===== src/rtl/block_pkg.sv =====
// rtl/block_pkg.sv - shared types and constants for the falling-block spawn scheduler
package block_pkg;

  typedef enum logic [1:0] {
    IDLE   = 2'd0,
    WAIT   = 2'd1,
    PICK   = 2'd2,
    LAUNCH = 2'd3
  } sched_state_t;

  localparam logic [15:0] LFSR_MASK = 16'hB400;
  localparam logic [3:0]  LEVEL_MAX = 4'd15;

  // Galois right-shift step; a non-zero state never maps to zero.
  function automatic logic [15:0] lfsr_next(input logic [15:0] cur);
    return (cur >> 1) ^ (cur[0] ? LFSR_MASK : 16'h0000);
  endfunction

endpackage


===== src/rtl/lane_picker.sv =====
// rtl/lane_picker.sv - rotate-priority search for the first free lane from a start index
module lane_picker #(
  parameter int NUM_LANES = 5,
  parameter int IDX_W     = $clog2(NUM_LANES)
) (
  input  logic [IDX_W-1:0]     start,
  input  logic [NUM_LANES-1:0] lane_busy,
  output logic [IDX_W-1:0]     lane,
  output logic                 found
);

  int idx;

  // Scan from the far end back so the lane closest to start wins.
  always_comb begin
    lane  = '0;
    found = 1'b0;
    idx   = 0;
    for (int k = NUM_LANES - 1; k >= 0; k--) begin
      idx = int'(start) + k;
      if (idx >= NUM_LANES) idx = idx - NUM_LANES;
      if (!lane_busy[idx]) begin
        lane  = idx[IDX_W-1:0];
        found = 1'b1;
      end
    end
  end

endmodule


===== src/rtl/block_scheduler.sv =====
// rtl/block_scheduler.sv - decides when and in which lane the next falling block launches
module block_scheduler
  import block_pkg::*;
#(
  parameter int          NUM_LANES        = 5,
  parameter int          INTERVAL_W       = 8,
  parameter int          BASE_INTERVAL    = 60,
  parameter int          MIN_INTERVAL     = 15,
  parameter int          LEVEL_STEP       = 5,
  parameter int          SPAWNS_PER_LEVEL = 8,
  parameter logic [15:0] LFSR_SEED        = 16'hACE1
) (
  input  logic                 Clk,
  input  logic                 Reset,
  input  logic                 Run,
  input  logic                 Pause,
  input  logic                 frame_tick,
  input  logic [NUM_LANES-1:0] lane_busy,
  output logic [NUM_LANES-1:0] block_ready,
  output logic [3:0]           level,
  output logic [7:0]           spawn_count,
  output logic                 active
);

  localparam int IDX_W  = $clog2(NUM_LANES);
  localparam int CALC_W = INTERVAL_W + 4;

  sched_state_t          state;
  logic [15:0]           lfsr;
  logic [INTERVAL_W-1:0] frame_cnt;
  logic [7:0]            lvl_spawns;
  logic [7:0]            start_full;
  logic [IDX_W-1:0]      start;
  logic [IDX_W-1:0]      pick_lane;
  logic                  pick_found;
  logic [NUM_LANES-1:0]  lane_onehot;
  logic                  level_up;
  logic [3:0]            next_level;
  logic [INTERVAL_W-1:0] interval_next;
  logic [INTERVAL_W-1:0] interval_start;

  // Widened so level*step can never wrap before the floor comparison.
  function automatic logic [INTERVAL_W-1:0] interval_for(input logic [3:0] lvl);
    logic [CALC_W-1:0] cut;
    cut = CALC_W'(lvl) * CALC_W'(LEVEL_STEP);
    if (cut + CALC_W'(MIN_INTERVAL) >= CALC_W'(BASE_INTERVAL))
      return INTERVAL_W'(MIN_INTERVAL);
    return INTERVAL_W'(CALC_W'(BASE_INTERVAL) - cut);
  endfunction

  assign start_full = lfsr[7:0] % 8'(NUM_LANES);
  assign start      = start_full[IDX_W-1:0];

  lane_picker #(
    .NUM_LANES (NUM_LANES),
    .IDX_W     (IDX_W)
  ) u_lane_picker (
    .start     (start),
    .lane_busy (lane_busy),
    .lane      (pick_lane),
    .found     (pick_found)
  );

  assign lane_onehot    = {{(NUM_LANES-1){1'b0}}, 1'b1} << pick_lane;
  assign level_up       = (lvl_spawns == 8'(SPAWNS_PER_LEVEL - 1));
  assign next_level     = (level_up && level != LEVEL_MAX) ? level + 4'd1 : level;
  assign interval_next  = interval_for(next_level);
  assign interval_start = interval_for(4'd0);
  assign active         = (state != IDLE);

  always_ff @(posedge Clk or posedge Reset) begin
    if (Reset) begin
      state       <= IDLE;
      block_ready <= '0;
      level       <= '0;
      spawn_count <= '0;
      lvl_spawns  <= '0;
      frame_cnt   <= '0;
      lfsr        <= LFSR_SEED;
    end else begin
      lfsr        <= lfsr_next(lfsr);
      block_ready <= '0;
      if (!Run) begin
        // Abort wins over everything; the game state is discarded.
        state       <= IDLE;
        level       <= '0;
        spawn_count <= '0;
        lvl_spawns  <= '0;
      end else begin
        case (state)
          IDLE: begin
            state       <= WAIT;
            frame_cnt   <= interval_start;
            level       <= '0;
            spawn_count <= '0;
            lvl_spawns  <= '0;
          end
          WAIT: begin
            if (frame_tick && !Pause) begin
              if (frame_cnt <= INTERVAL_W'(1)) begin
                frame_cnt <= '0;
                state     <= PICK;
              end else begin
                frame_cnt <= frame_cnt - INTERVAL_W'(1);
              end
            end
          end
          PICK: begin
            // The pulse is registered here so it is visible during LAUNCH.
            if (pick_found && !Pause) begin
              block_ready <= lane_onehot;
              spawn_count <= (spawn_count == 8'hFF) ? spawn_count : spawn_count + 8'd1;
              lvl_spawns  <= level_up ? 8'd0 : lvl_spawns + 8'd1;
              level       <= next_level;
              frame_cnt   <= interval_next;
              state       <= LAUNCH;
            end
          end
          LAUNCH: state <= WAIT;
          default: state <= IDLE;
        endcase
      end
    end
  end

endmodule


===== config.mk =====
export PLATFORM = sky130hd
export DESIGN_NAME = block_scheduler
export DESIGN_NICKNAME = d
export VERILOG_FILES = /design/src/rtl/block_pkg.sv /design/src/rtl/lane_picker.sv /design/src/rtl/block_scheduler.sv
export SDC_FILE = /design/constraint.sdc
export NUM_CORES = 1
export LEC_CHECK = 0
export ABC_AREA = 1
export CORE_MARGIN = 3
export CORE_UTILIZATION = 55
export CTS_CLUSTER_DIAMETER = 120
export DETAILED_ROUTE_END_ITERATION = 10
export GPL_TIMING_DRIVEN = 0
export PLACE_DENSITY = 0.8
export SYNTH_ARGS = -nofsm -noshare
export SYNTH_HDL_FRONTEND = slang
export SYNTH_HIERARCHICAL = 1
export SYNTH_SLANG_ARGS = --single-unit

===== constraint.sdc =====
create_clock -name Clk -period 13.03 [get_ports Clk]
set_clock_uncertainty 0.15 [all_clocks]
set_input_delay 1.9545 -clock Clk [delete_from_list [all_inputs] [get_ports Clk]]
set_output_delay 1.9545 -clock Clk [all_outputs]
set_load 0.01 [all_outputs]

==> flow_summary.json <==
{
  "dieWidth_um": 95.7,
  "ys_seq_elements": 51,
  "status": "completed",
  "synth-async-reset-ratio_pct": 100,
  "fraction_of_power_consumed_by_the_clock_network_pct": 24.2,
  "critical-path-top-cell-by-count": "nand2_1",
  "post_synth_fa_ha_maj_area_fraction_pct": 9.50,
  "top_signal_layer_used": "met4",
  "post_cts_gate_resize_count": 0,
  "synth-main-ff-cell": "dfrtp_1",
  "synth_xor_xnor_area_share_pct": 4.49,
  "drc": 0,
  "clk_root_buffer_cell": "clkbuf_8",
  "setup.worst_path.start_class": "register",
  "switching_power_of_the_nets_mw": 0.136,
  "path_max_fanout": 10,
  "crit_slowest_cell": "dfstp_2",
  "first_iter_violations": 204,
  "netlist.top_cell.by_area": "dfrtp_1",
  "grt_usage_pct": 22.8,
  "drt-pass1-iter-count": 4,
  "syn_area_um2": 4430,
  "hpwlAfterDp_mm": 7.85,
  "cap_viol_max_count": 0,
  "wl_met1_mm": 4.59,
  "worst-r2r-setup-slack_ns": 5.89,
  "finalHoldViolCount": 0,
  "power.density_nw_per_um2": 78.1,
  "routed-via-count": 4264,
  "power_frac_seq_pct": 46.8,
  "irDropWorstVdd_v": 0.0000437,
  "hold_path_startpoint": "lfsr[8]$_DFF_PP0_",
  "wl_met2_mm": 4.74,
  "worst-slew-pin-transition_ns": 0.490,
  "critPathRequiredTime_ns": 13.08,
  "clock_sinks": 51,
  "area_growth_syn_to_layout_pct": 11.5,
  "fillers": 693,
  "syn-mean-instance-area_um2": 6.96,
  "grt_setup_unrepaired": "false",
  "drive_gt1_share_pct": 10.4,
  "nets": 714,
  "final_common_cell": "nand2_1",
  "yosysWarningCount": 6,
  "switching_power_share_of_the_total_pct": 35.4,
  "detail_routed_via_count_per_cell": 5.51,
  "ant_nets": 0,
  "crit_type": "register to register",
  "io_buf_count": 27,
  "cp_slowest_stage_delay_ns": 0.59,
  "cts.htree.levels": 2,
  "grt_remaining_overflow": 0,
  "area.sequential_um2": 1290,
  "compound_gate_fraction_of_synth_area_pct": 12.5,
  "worstSkewPairLatency_ns": 0.31,
  "worst_ep_arrival_time_ns": 7.19,
  "library_cells_used_by_synthesis": 45,
  "setup-tns-final_ns": 0,
  "cp.buffers_inverters": 8,
  "final-setup-viol-count": 0,
  "slew-limit-headroom_pct": 67.0,
  "wirelength_mm": 9.96,
  "die_y_um": 95.7,
  "fp.dieArea_um2": 9160,
  "multi_input_area_um2": 2730,
  "synth_simple_gate_area_share_pct": 34.9,
  "hp-class": "register to register",
  "dp.cells": 766,
  "post_synth_mux_area_share_pct": 0.226,
  "place.gp.congestion": 0.917,
  "post-cts-setup-buffers": 0,
  "final-max-slew-violation-count": 0,
  "finish.cell_count_without_fillers": 774,
  "main_combinational_cell_family_by_area_after_synthesis": "simple AND/OR/NAND/NOR gates",
  "regToRegStartpoint": "lfsr[7]$_DFF_PP1_",
  "num_rows": 32,
  "final_cell_mix": "nand2_1, inv_1, nand3_1",
  "min_period_over_period_pct": 54.8,
  "antenna_found_initial": 0,
  "path_delay_family": "simple AND/OR/NAND/NOR gates",
  "tritoncts_clock_tree": "built",
  "cts-buffers-inserted": 5,
  "critPathCaptureType": "register",
  "synth_enable_flop_cells": 0,
  "clkSlewWorstSetupHoldPaths_ns": 0.09,
  "synth.top_cells.by_area": "dfrtp_1, nand2_1, ha_1, inv_1, nand3_1",
  "finalCriticalPeriod_ns": 7.14,
  "cell_internal_pwr_mw": 0.249,
  "dr_wl_met3_um": 493,
  "coreArea_um2": 7770,
  "synth_largest_type_area_fraction_pct": 24.3,
  "crit_path_start": "lfsr[7]$_DFF_PP1_",
  "synth_fp_nets": 679,
  "cell_count_after_synthesis": 636,
  "grt_first_pass_wirelength_mm": 17.1,
  "floorplan.io_pins": 28,
  "antenna_cells": 0,
  "routedWlPerCell_um": 12.9,
  "fmax_ghz": 0.140,
  "grt_start_max_net_pins": 43,
  "max-clock-path-buffers": 2,
  "leakage_nw": 2.49,
  "first_global_vias": 4004,
  "hold_buffers": 0,
  "seq_area_frac_synth_pct": 29.1,
  "start_util_pct": 57.0,
  "power_frac_comb_pct": 29.0
}
==> worst register-to-register path, delay by kind of cell, from the launching register on <==
| family | cells | cell delay, ns |
|---|---|---|
| AOI/OAI and AO/OA | 6 | 1.15 |
| xor gates and xnor gates | 1 | 0.20 |
| adders and majority gates | 3 | 0.67 |
| buffers and inverters | 8 | 1.09 |
| DFF | 1 | 0.59 |
| and+or+nand+nor | 27 | 3.20 |
==> per-stage QoR <==
step	setup slack, ns	area, µm²	utilization, %	total power [mW]	hold slack, ns
finish	5.89	4930	63.5	0.385	0.208
global route	5.07	4930	63.5	0.409	0.227
CTS	5.95	4930	63.5	0.387	0.211
detailed placement	5.99	4840	62.4	0.294	0.188
global placement	6.19	4820	62.1	0.288	0.188
floorplan	7.17	4430	-	0.259	0.181
==> kinds of logic (layout without fill, tap and decap cells) <==
| kind of cell | after synthesis | after routing |
|---|---|---|
| flip-flops | 51 | 51 |
| adder cells (fa/ha/maj) | 33 | 33 |
| XOR/XNOR | 21 | 21 |
| AND/OR/NAND/NOR | 328 | 328 |
| multiplexers | 1 | 1 |
| buffers and inverters | 107 | 143 |
| AO/OA/AOI/OAI | 95 | 95 |
==> power by group through the flow <==
stage	clock network [mW]	registers [mW]	logic, mW
after global placement	0	0.182	0.107
after CTS	0.0952	0.180	0.111
final	0.0933	0.180	0.112
after global routing	0.101	0.181	0.127
after floorplan	0	0.181	0.0778
after detailed placement	0	0.183	0.111
==> state kept, by name, summed over array words and instances (netlist names) <==
name,count
spawn_count,8
block_ready,5
state,2
frame_cnt,8
lvl_spawns,8
level,4
lfsr,16
==> worst paths after layout <==
check                                        endpoint  cells after the start
max                          frame_cnt[2]$_DFFE_PP0P_                     45
min                                 lfsr[7]$_DFF_PP1_                      0
max reg2reg                  frame_cnt[2]$_DFFE_PP0P_                     45
min reg2reg                         lfsr[7]$_DFF_PP1_                      0
max in group asynchronous          lfsr[13]$_DFF_PP1_                      3
min in group asynchronous  spawn_count[6]$_DFFE_PP0P_                      2
==> Yosys cell counts, drive strengths merged (2+ instances only) <==
master / instances
o21a: 2
xor2: 17
dfstp: 8
a21oi: 35
nor2: 44
o21bai: 4
nor4: 5
a2bb2oi: 2
o22ai: 7
clkinv: 2
clkbuf: 3
nor3: 5
inv: 100
o21ai: 35
nand2: 182
a21boi: 3
xnor2: 4
ha: 32
nand3: 77
o211ai: 2
and2: 2
o2111ai: 2
dfrtp: 43
buf: 2
nand4: 12
==> per-layer routing <==
layer | vias up | GRT usage (%)
met5 | - | 0
met4 | 0 | 6.16
met3 | 12 | 2.42
met2 | 128 | 40.5
met1 | 1981 | 29.4
li1 | 2143 | -
==> final cells by class <==
type / instances / share of cell area [%]
Buffer: 5 / 0.609
Clock buffer: 6 / 1.47
Clock inverter: 2 / 0.355
Inverter: 102 / 7.76
Multi-Input combinational cell: 478 / 55.3
Sequential cell: 51 / 26.1
Tap cell: 102 / 2.59
Timing Repair Buffer: 28 / 5.88
(Power assumes the default switching activity.)
